===== config.mk =====
export PLATFORM = sky130hd
export DESIGN_NAME = muldiv_unit
export DESIGN_NICKNAME = d
export VERILOG_FILES = /design/src/rtl/muldiv_unit.sv
export SDC_FILE = /design/constraint.sdc
export NUM_CORES = 2
export LEC_CHECK = 0
export CAP_MARGIN = 20
export CELL_PAD_IN_SITES_DETAIL_PLACEMENT = 1
export CELL_PAD_IN_SITES_GLOBAL_PLACEMENT = 2
export CORE_ASPECT_RATIO = 1.25
export CORE_UTILIZATION = 39
export CTS_CLUSTER_SIZE = 25
export DETAILED_ROUTE_END_ITERATION = 8
export PLACE_DENSITY_LB_ADDON = 0.08
export SETUP_SLACK_MARGIN = 0.3
export SYNTH_ARGS = -nofsm -noshare
export SYNTH_HDL_FRONTEND = slang
export SYNTH_SLANG_ARGS = --single-unit

===== constraint.sdc =====
create_clock -name clk -period 60.7 [get_ports clk]
set_input_delay 12.14 -clock clk [delete_from_list [all_inputs] [get_ports clk]]
set_output_delay 12.14 -clock clk [all_outputs]
set_load 0.03 [all_outputs]

===== src/rtl/muldiv_unit.sv =====
// Iterative RISC-V M-extension unit: shift-add multiplier and radix-2
// restoring divider behind valid/ready handshakes, with kill for flush.
module muldiv_unit #(
    parameter int XLEN       = 64,
    parameter int MUL_UNROLL = 4
) (
    input  logic            clk,
    input  logic            reset,
    input  logic            in_valid,
    output logic            in_ready,
    input  logic [2:0]      in_funct3,
    input  logic            in_is_word,
    input  logic [XLEN-1:0] in_rs1,
    input  logic [XLEN-1:0] in_rs2,
    input  logic [4:0]      in_rd,
    input  logic            kill,
    output logic            out_valid,
    input  logic            out_ready,
    output logic [XLEN-1:0] out_data,
    output logic [4:0]      out_rd,
    output logic            busy
);
    localparam int  XW   = 2 * XLEN;
    localparam int  CW   = 7;
    localparam bit  W_OK = (XLEN == 64);

    typedef enum logic [2:0] {S_IDLE, S_MUL, S_DIV, S_FIX, S_DONE} state_t;

    state_t          state;
    logic [2:0]      f3;
    logic            word;
    logic            qneg;
    logic            rneg;
    logic [CW-1:0]   cnt;
    logic [XW-1:0]   mcand;
    logic [XW-1:0]   acc;
    logic [XLEN-1:0] mplier;
    logic [XLEN-1:0] quo;
    logic [XLEN-1:0] rem;
    logic [XLEN-1:0] dvsr;

    function automatic logic [XLEN-1:0] sx32(input logic [31:0] x);
        return XLEN'($signed(x));
    endfunction

    logic            accept;
    logic            is_div;
    logic            a_signed;
    logic            b_signed;
    logic            a_neg;
    logic            b_neg;
    logic [XLEN-1:0] a_ext;
    logic [XLEN-1:0] b_ext;
    logic [XLEN-1:0] a_tmp;
    logic [XLEN-1:0] b_tmp;
    logic [XLEN-1:0] a_mag;
    logic [XLEN-1:0] b_mag;
    logic [XLEN-1:0] min_n;
    logic [XLEN-1:0] ones_n;
    logic            w_bad;
    logic            b_zero;
    logic            ovf;
    logic            special;
    logic [XLEN-1:0] spec_res;
    logic [CW-1:0]   iter;

    assign in_ready = (state == S_IDLE) && !reset && !kill;
    assign accept   = in_valid && in_ready;
    assign busy     = (state != S_IDLE);

    // Operand decode, magnitudes and the no-iteration result cases
    always_comb begin
        is_div   = in_funct3[2];
        a_signed = is_div ? !in_funct3[0] : (in_funct3 != 3'd3);
        b_signed = is_div ? !in_funct3[0] : !in_funct3[1];
        a_ext    = in_is_word ? XLEN'(in_rs1[31:0]) : in_rs1;
        b_ext    = in_is_word ? XLEN'(in_rs2[31:0]) : in_rs2;
        a_neg    = a_signed && (in_is_word ? in_rs1[31] : in_rs1[XLEN-1]);
        b_neg    = b_signed && (in_is_word ? in_rs2[31] : in_rs2[XLEN-1]);
        a_tmp    = -a_ext;
        b_tmp    = -b_ext;
        a_mag    = a_ext;
        b_mag    = b_ext;
        if (a_neg) a_mag = in_is_word ? XLEN'(a_tmp[31:0]) : a_tmp;
        if (b_neg) b_mag = in_is_word ? XLEN'(b_tmp[31:0]) : b_tmp;
        min_n    = in_is_word ? XLEN'(32'h8000_0000) : {1'b1, {(XLEN-1){1'b0}}};
        ones_n   = in_is_word ? XLEN'(32'hFFFF_FFFF) : '1;
        w_bad    = in_is_word && (!W_OK || (in_funct3 != 3'd0 && !in_funct3[2]));
        b_zero   = (b_ext == '0);
        ovf      = !in_funct3[0] && (a_ext == min_n) && (b_ext == ones_n);
        special  = w_bad || (is_div && (b_zero || ovf));
        if (w_bad)
            spec_res = '0;
        else if (b_zero)
            spec_res = in_funct3[1] ? (in_is_word ? sx32(in_rs1[31:0]) : in_rs1) : '1;
        else
            spec_res = in_funct3[1] ? '0 : (in_is_word ? sx32(in_rs1[31:0]) : in_rs1);
        if (is_div)
            iter = in_is_word ? CW'(32) : CW'(XLEN);
        else
            iter = in_is_word ? CW'(32 / MUL_UNROLL) : CW'(XLEN / MUL_UNROLL);
    end

    logic [XW-1:0]   mul_sum;
    logic [XLEN:0]   rem_sh;
    logic            ge;
    logic [XLEN-1:0] rem_diff;

    always_comb begin
        mul_sum = acc;
        for (int j = 0; j < MUL_UNROLL; j++)
            if (mplier[j]) mul_sum = mul_sum + (mcand << j);
        rem_sh   = {rem, quo[XLEN-1]};
        ge       = (rem_sh >= {1'b0, dvsr});
        rem_diff = rem_sh[XLEN-1:0] - dvsr;
    end

    logic [XW-1:0]   prod;
    logic [XLEN-1:0] qv;
    logic [XLEN-1:0] rv;
    logic [XLEN-1:0] fix_res;

    always_comb begin
        prod    = qneg ? -acc : acc;
        qv      = qneg ? -quo : quo;
        rv      = rneg ? -rem : rem;
        fix_res = '0;
        unique case (f3)
            3'd0:             fix_res = prod[XLEN-1:0];
            3'd1, 3'd2, 3'd3: fix_res = prod[XW-1:XLEN];
            3'd4, 3'd5:       fix_res = qv;
            default:          fix_res = rv;
        endcase
        if (word) fix_res = sx32(fix_res[31:0]);
    end

    always_ff @(posedge clk) begin
        if (reset) begin
            state     <= S_IDLE;
            out_valid <= 1'b0;
            out_data  <= '0;
            out_rd    <= '0;
        end else if (kill) begin
            state     <= S_IDLE;
            out_valid <= 1'b0;
        end else begin
            unique case (state)
                S_IDLE: if (accept) begin
                    f3     <= in_funct3;
                    word   <= in_is_word;
                    out_rd <= in_rd;
                    qneg   <= a_neg ^ b_neg;
                    rneg   <= a_neg;
                    cnt    <= iter - CW'(1);
                    mcand  <= XW'(a_mag);
                    mplier <= b_mag;
                    acc    <= '0;
                    dvsr   <= b_mag;
                    rem    <= '0;
                    // Word dividends are left-aligned so N steps suffice
                    quo    <= in_is_word ? a_mag << (XLEN - 32) : a_mag;
                    if (special) begin
                        out_data  <= spec_res;
                        out_valid <= 1'b1;
                        state     <= S_DONE;
                    end else begin
                        state <= is_div ? S_DIV : S_MUL;
                    end
                end
                S_MUL: begin
                    acc    <= mul_sum;
                    mcand  <= mcand << MUL_UNROLL;
                    mplier <= mplier >> MUL_UNROLL;
                    cnt    <= cnt - CW'(1);
                    if (cnt == '0) state <= S_FIX;
                end
                S_DIV: begin
                    rem <= ge ? rem_diff : rem_sh[XLEN-1:0];
                    quo <= {quo[XLEN-2:0], ge};
                    cnt <= cnt - CW'(1);
                    if (cnt == '0) state <= S_FIX;
                end
                S_FIX: begin
                    out_data  <= fix_res;
                    out_valid <= 1'b1;
                    state     <= S_DONE;
                end
                S_DONE: if (out_ready) begin
                    out_valid <= 1'b0;
                    state     <= S_IDLE;
                end
                default: state <= S_IDLE;
            endcase
        end
    end
endmodule


==> run summary <==
After detailed routing, the number of vias per cell comes to 6.61. The number of library cell types mapped by synthesis is 96. The gate count of the mapped netlist was 10100; the number of fillers in the final layout was 23800.

The share of flip-flops with an asynchronous set or reset is 0%. The clock arrives with 0.0505 ns of skew. In this run, synthesis produced a sequential element count of 598. At the worst endpoint, the required time is 48.56 ns.

Setup violations remaining at the end of the flow were counted as 0. Setup repair after global routing left no endpoint under its margin. The tools report the number of clock sinks seen by CTS as 598. For this configuration, the core starts out at a cell density of 39.3%. The total setup buffers inserted after CTS was 0; the sequential fraction of the synthesis area was 22.5%.

The tools report the final worst hold slack as 0.466 ns. After legalization and detailed placement, the total HPWL measured 347000 um. At the worst endpoint, the arrival time is 13.87 ns. In the global route stage, met1 resource usage came out at 45.9%.

The area fraction of the dominant cell type after synthesis came out at 20.6%. The number of buffers between clock root and the deepest sink was 3. The logs give 0 for the overall overflow remaining after global route and 6.68% for the met3 demand-to-capacity share in global routing.

The logs give 68.8% for the met2 capacity usage during global routing and 0 for the final count of hold timing violations. Global-route total usage across every layer: 40.9%. In this run the core area contains 181 standard-cell rows.

The top flip-flop cell by instance count after synthesis was edfxtp_1. The logs give 43.0% for the utilization of the core after routing and 12500 for the cell count after placement. IR analysis of the VDD net gives a maximum drop of 0.0215 mV. The number of cells on the worst reg-to-reg path is 52. Measured along the y axis, the die boundary spans 497 um. The run gives 56100 um2 as the area occupied by multi-input gates.

STA classifies the critical path endpoint as a primary output. The number of antenna violations at the first check in global routing came out at 34. TritonCTS built the clock tree. The buffer cell driving the clock tree root was clkbuf_16. The run finished with clean final reports.

The post-route netlist has 5.98% of its cells at a drive strength greater than 1. Power spread over the standard cell area amounts to 23.6 nW/um2. The non-filler instance count after layout was 12600. The tools report the startpoint of the lowest-slack register-to-register path as mcand[1]. The number of I/O port buffers was 213. The global routing stage identified its most utilized layer as met2. The critical path is of the primary input to primary output type. The quantity of hold-fixing buffers added after cts was 0; the aggregate negative setup slack was 0 ns. The wire length per cell after detailed routing was 33.2 um; the register area was 17200 um2. The number of gates resized after CTS was 0. The cell type contributing the most total cell area after synthesis was edfxtp_1. The max-slew violation count was 0; the number of enable-type register cells in the synthesized netlist was 525.

The floorplan step set the die width to 398 um. For flop-to-flop paths, the worst setup slack is 42.57 ns. Once placement finished, the instance area stood at 81000 um2. The cell with the biggest individual delay on the critical path is clkdlybuf4s50_1. The logs give 76500 um2 for the post-synth design cell area and 10700 for the total number of nets in the final design. For the maximum frequency from static timing analysis, the log shows 38.4 MHz. The clock reaches the later pin of the worst-skew pair after 0.74 ns. The worst hold path stage count was 2; the yosys synthesis warning count was 0.

The routed layout has 83400 vias. The number of remaining DRC errors is 0, and the clock-pin slew on the worst setup and hold paths is 0.06 ns. The transition time of the tightest slew-check pin is 1.23 ns, and the final routed wirelength across all metal layers is 420000 um. The congestion estimate from routability-driven global placement came to 1.03.

The logs give 6 for the number of iterations in the first detailed-routing pass and 7561 for the iteration-0 DRC count of the detailed router. The summed area of non-filler cells in the final layout came out at 83800 um2. Averaged over all synthesized cells, the footprint is 7.55 um2. The largest net degree at the start of global routing was 135; the relative max-transition margin was 17.9%.

The shortest period the worst path allows was 26.01 ns. The number of global-route vias before repair was 83400. During I/O placement, the number of pins put on the boundary was 214.

The wire length of the first global-routing pass was 595000 um. The worst hold path belongs to the class flip-flop to flip-flop. The final period utilization is 42.9%. STA classifies the critical path startpoint as a primary input. In this run the worst path has a maximum fanout of 7. The total area inside the core boundary comes to 195000 um2. Delay of the slowest cell on the worst path: 0.69 ns. In the layout the commonest cells are 1151 x a21oi_1, 1085 x nor2_1, 1044 x nand2_1, 781 x o21ai_0, 575 x ha_1. CTS built an H-tree with a depth of 3. The library cell used most frequently in the layout, excluding fill and tap cells, is a21oi_1. The tools report the worst reg2reg path endpoint as acc[127].

The number of nets in the synthesized netlist is 10900. The signal on the critical path passes through clkdlybuf4s50_1 > or2_2 > nor2_1 > clkdlybuf4s50_1. Relative to the synthesized area, the layout overhead comes to 9.50%.

Beginning of the worst hold path: out_rd[2]. The cell occurring most often along the worst timing path is clkdlybuf4s50_1. The capture endpoint of the worst hold path is out_rd[2].

In this run, CTS created clock tree buffers numbering 75. In the post-synthesis netlist, the biggest area contributors are edfxtp_1 21%, ha_1 9.4%, a21oi_1 7.5%. For the number of nets still failing antenna checks after routing, the log shows 0. The leakage power total came out at 32.3 nW. The floorplan step defined a die boundary enclosing 198000 um2. The tool flagged a number of max-cap violations equal to 0.
[Yosys cell counts, drive strengths merged, types with 23 or more instances]
cell and number:
o21a 89, a221o 24, a22oi 23, ha 575
a311oi 27, edfxtp 525, a221oi 52, clkbuf 540
xor2 385, nand2b 88, mux2 192, a22o 57
nor4 91, nor3 214, a211oi 134, inv 298
or2 52, or4 70, a21oi 1152, dfxtp 73
o41ai 54, a21o 320, a31oi 79, nand2 1045
xnor2 499, o221ai 41, o21bai 131, o31ai 154
and2 108, nand4 284, nand3 118, buf 54
o211ai 67, o211a 23, or3 82, mux2i 95
nor2 1093, a211o 24, a21boi 44, o22ai 36
nor2b 65, and3 45, o21ai 789
[power breakdown]
part	switching [mW]	internal, mW	leakage (nW)
combinational	0.649	0.332	25.5
clock	0.220	0.286	1.26
sequential	0.0237	0.465	5.51
total	0.892	1.08	32.3
[how the worst max path moves through the flow]
stage          endpoint  slack [ns]   from  cells past startpoint
2_1_floorplan    cnt[0]       14.43  reset                      5
3_3_place_gp   in_ready       34.65   kill                      4
3_5_place_dp   in_ready       34.69   kill                      4
4_1_cts        in_ready       34.67   kill                      4
5_1_grt        in_ready       34.65   kill                      4
6_report       in_ready       34.69   kill                      4
[layer usage]
metal | share of wire (%) | vias to the layer above
met4 | 9.3 | 20
met1 | 37 | 41500
met5 | 0.033 | -
met3 | 6.6 | 1152
met2 | 47 | 3434
li1 | - | 37300
[final cells by class]
| cell class | count | share of cell area, % |
|---|---|---|
| inverter | 299 | 1.34 |
| timing repair buffer | 380 | 4.17 |
| tap | 2562 | 3.83 |
| clock buffer | 83 | 2.28 |
| multi-input combinational | 8647 | 66.9 |
| antenna | 9 | 0.0269 |
| sequential | 598 | 20.6 |
| clock inverter | 53 | 0.866 |
[worst max-delay path, delay by kind of cell]
kind / cells / cell delay, ns
AND/OR/NAND/NOR: 2 / 0.57
buffers and inverters: 2 / 1.16
[stage by stage]
step / worst slack (ns) / power [mW]
2_1_floorplan: 14.43 / 1.12
3_3_place_gp: 34.65 / 1.43
3_5_place_dp: 34.69 / 1.45
4_1_cts: 34.67 / 1.95
5_1_grt: 34.65 / 2.05
6_report: 34.69 / 1.98
[logic make-up (layout without fill, tap and decap cells)]
logic type | count (synthesis) | after routing | share of synthesized area, %
buf+inv | 893 | 815 | 4.41
fa+ha+maj | 582 | 582 | 9.56
compound gates | 3462 | 3462 | 28.4
other cells | 0 | 9 | 0
xor+xnor | 884 | 884 | 10.1
mux | 287 | 287 | 4.07
flops | 598 | 598 | 22.5
simple gates | 3432 | 3432 | 20.9
[sequential cells by signal, summed over array words and instances (netlist names)]
name,flops
dvsr,64
quo,64
rneg,1
mplier,64
state,3
word,1
acc,128
rem,64
qneg,1
f3,3
out_valid,1
out_data,64
cnt,7
mcand,128
out_rd,5
(Power assumes the default switching activity.)
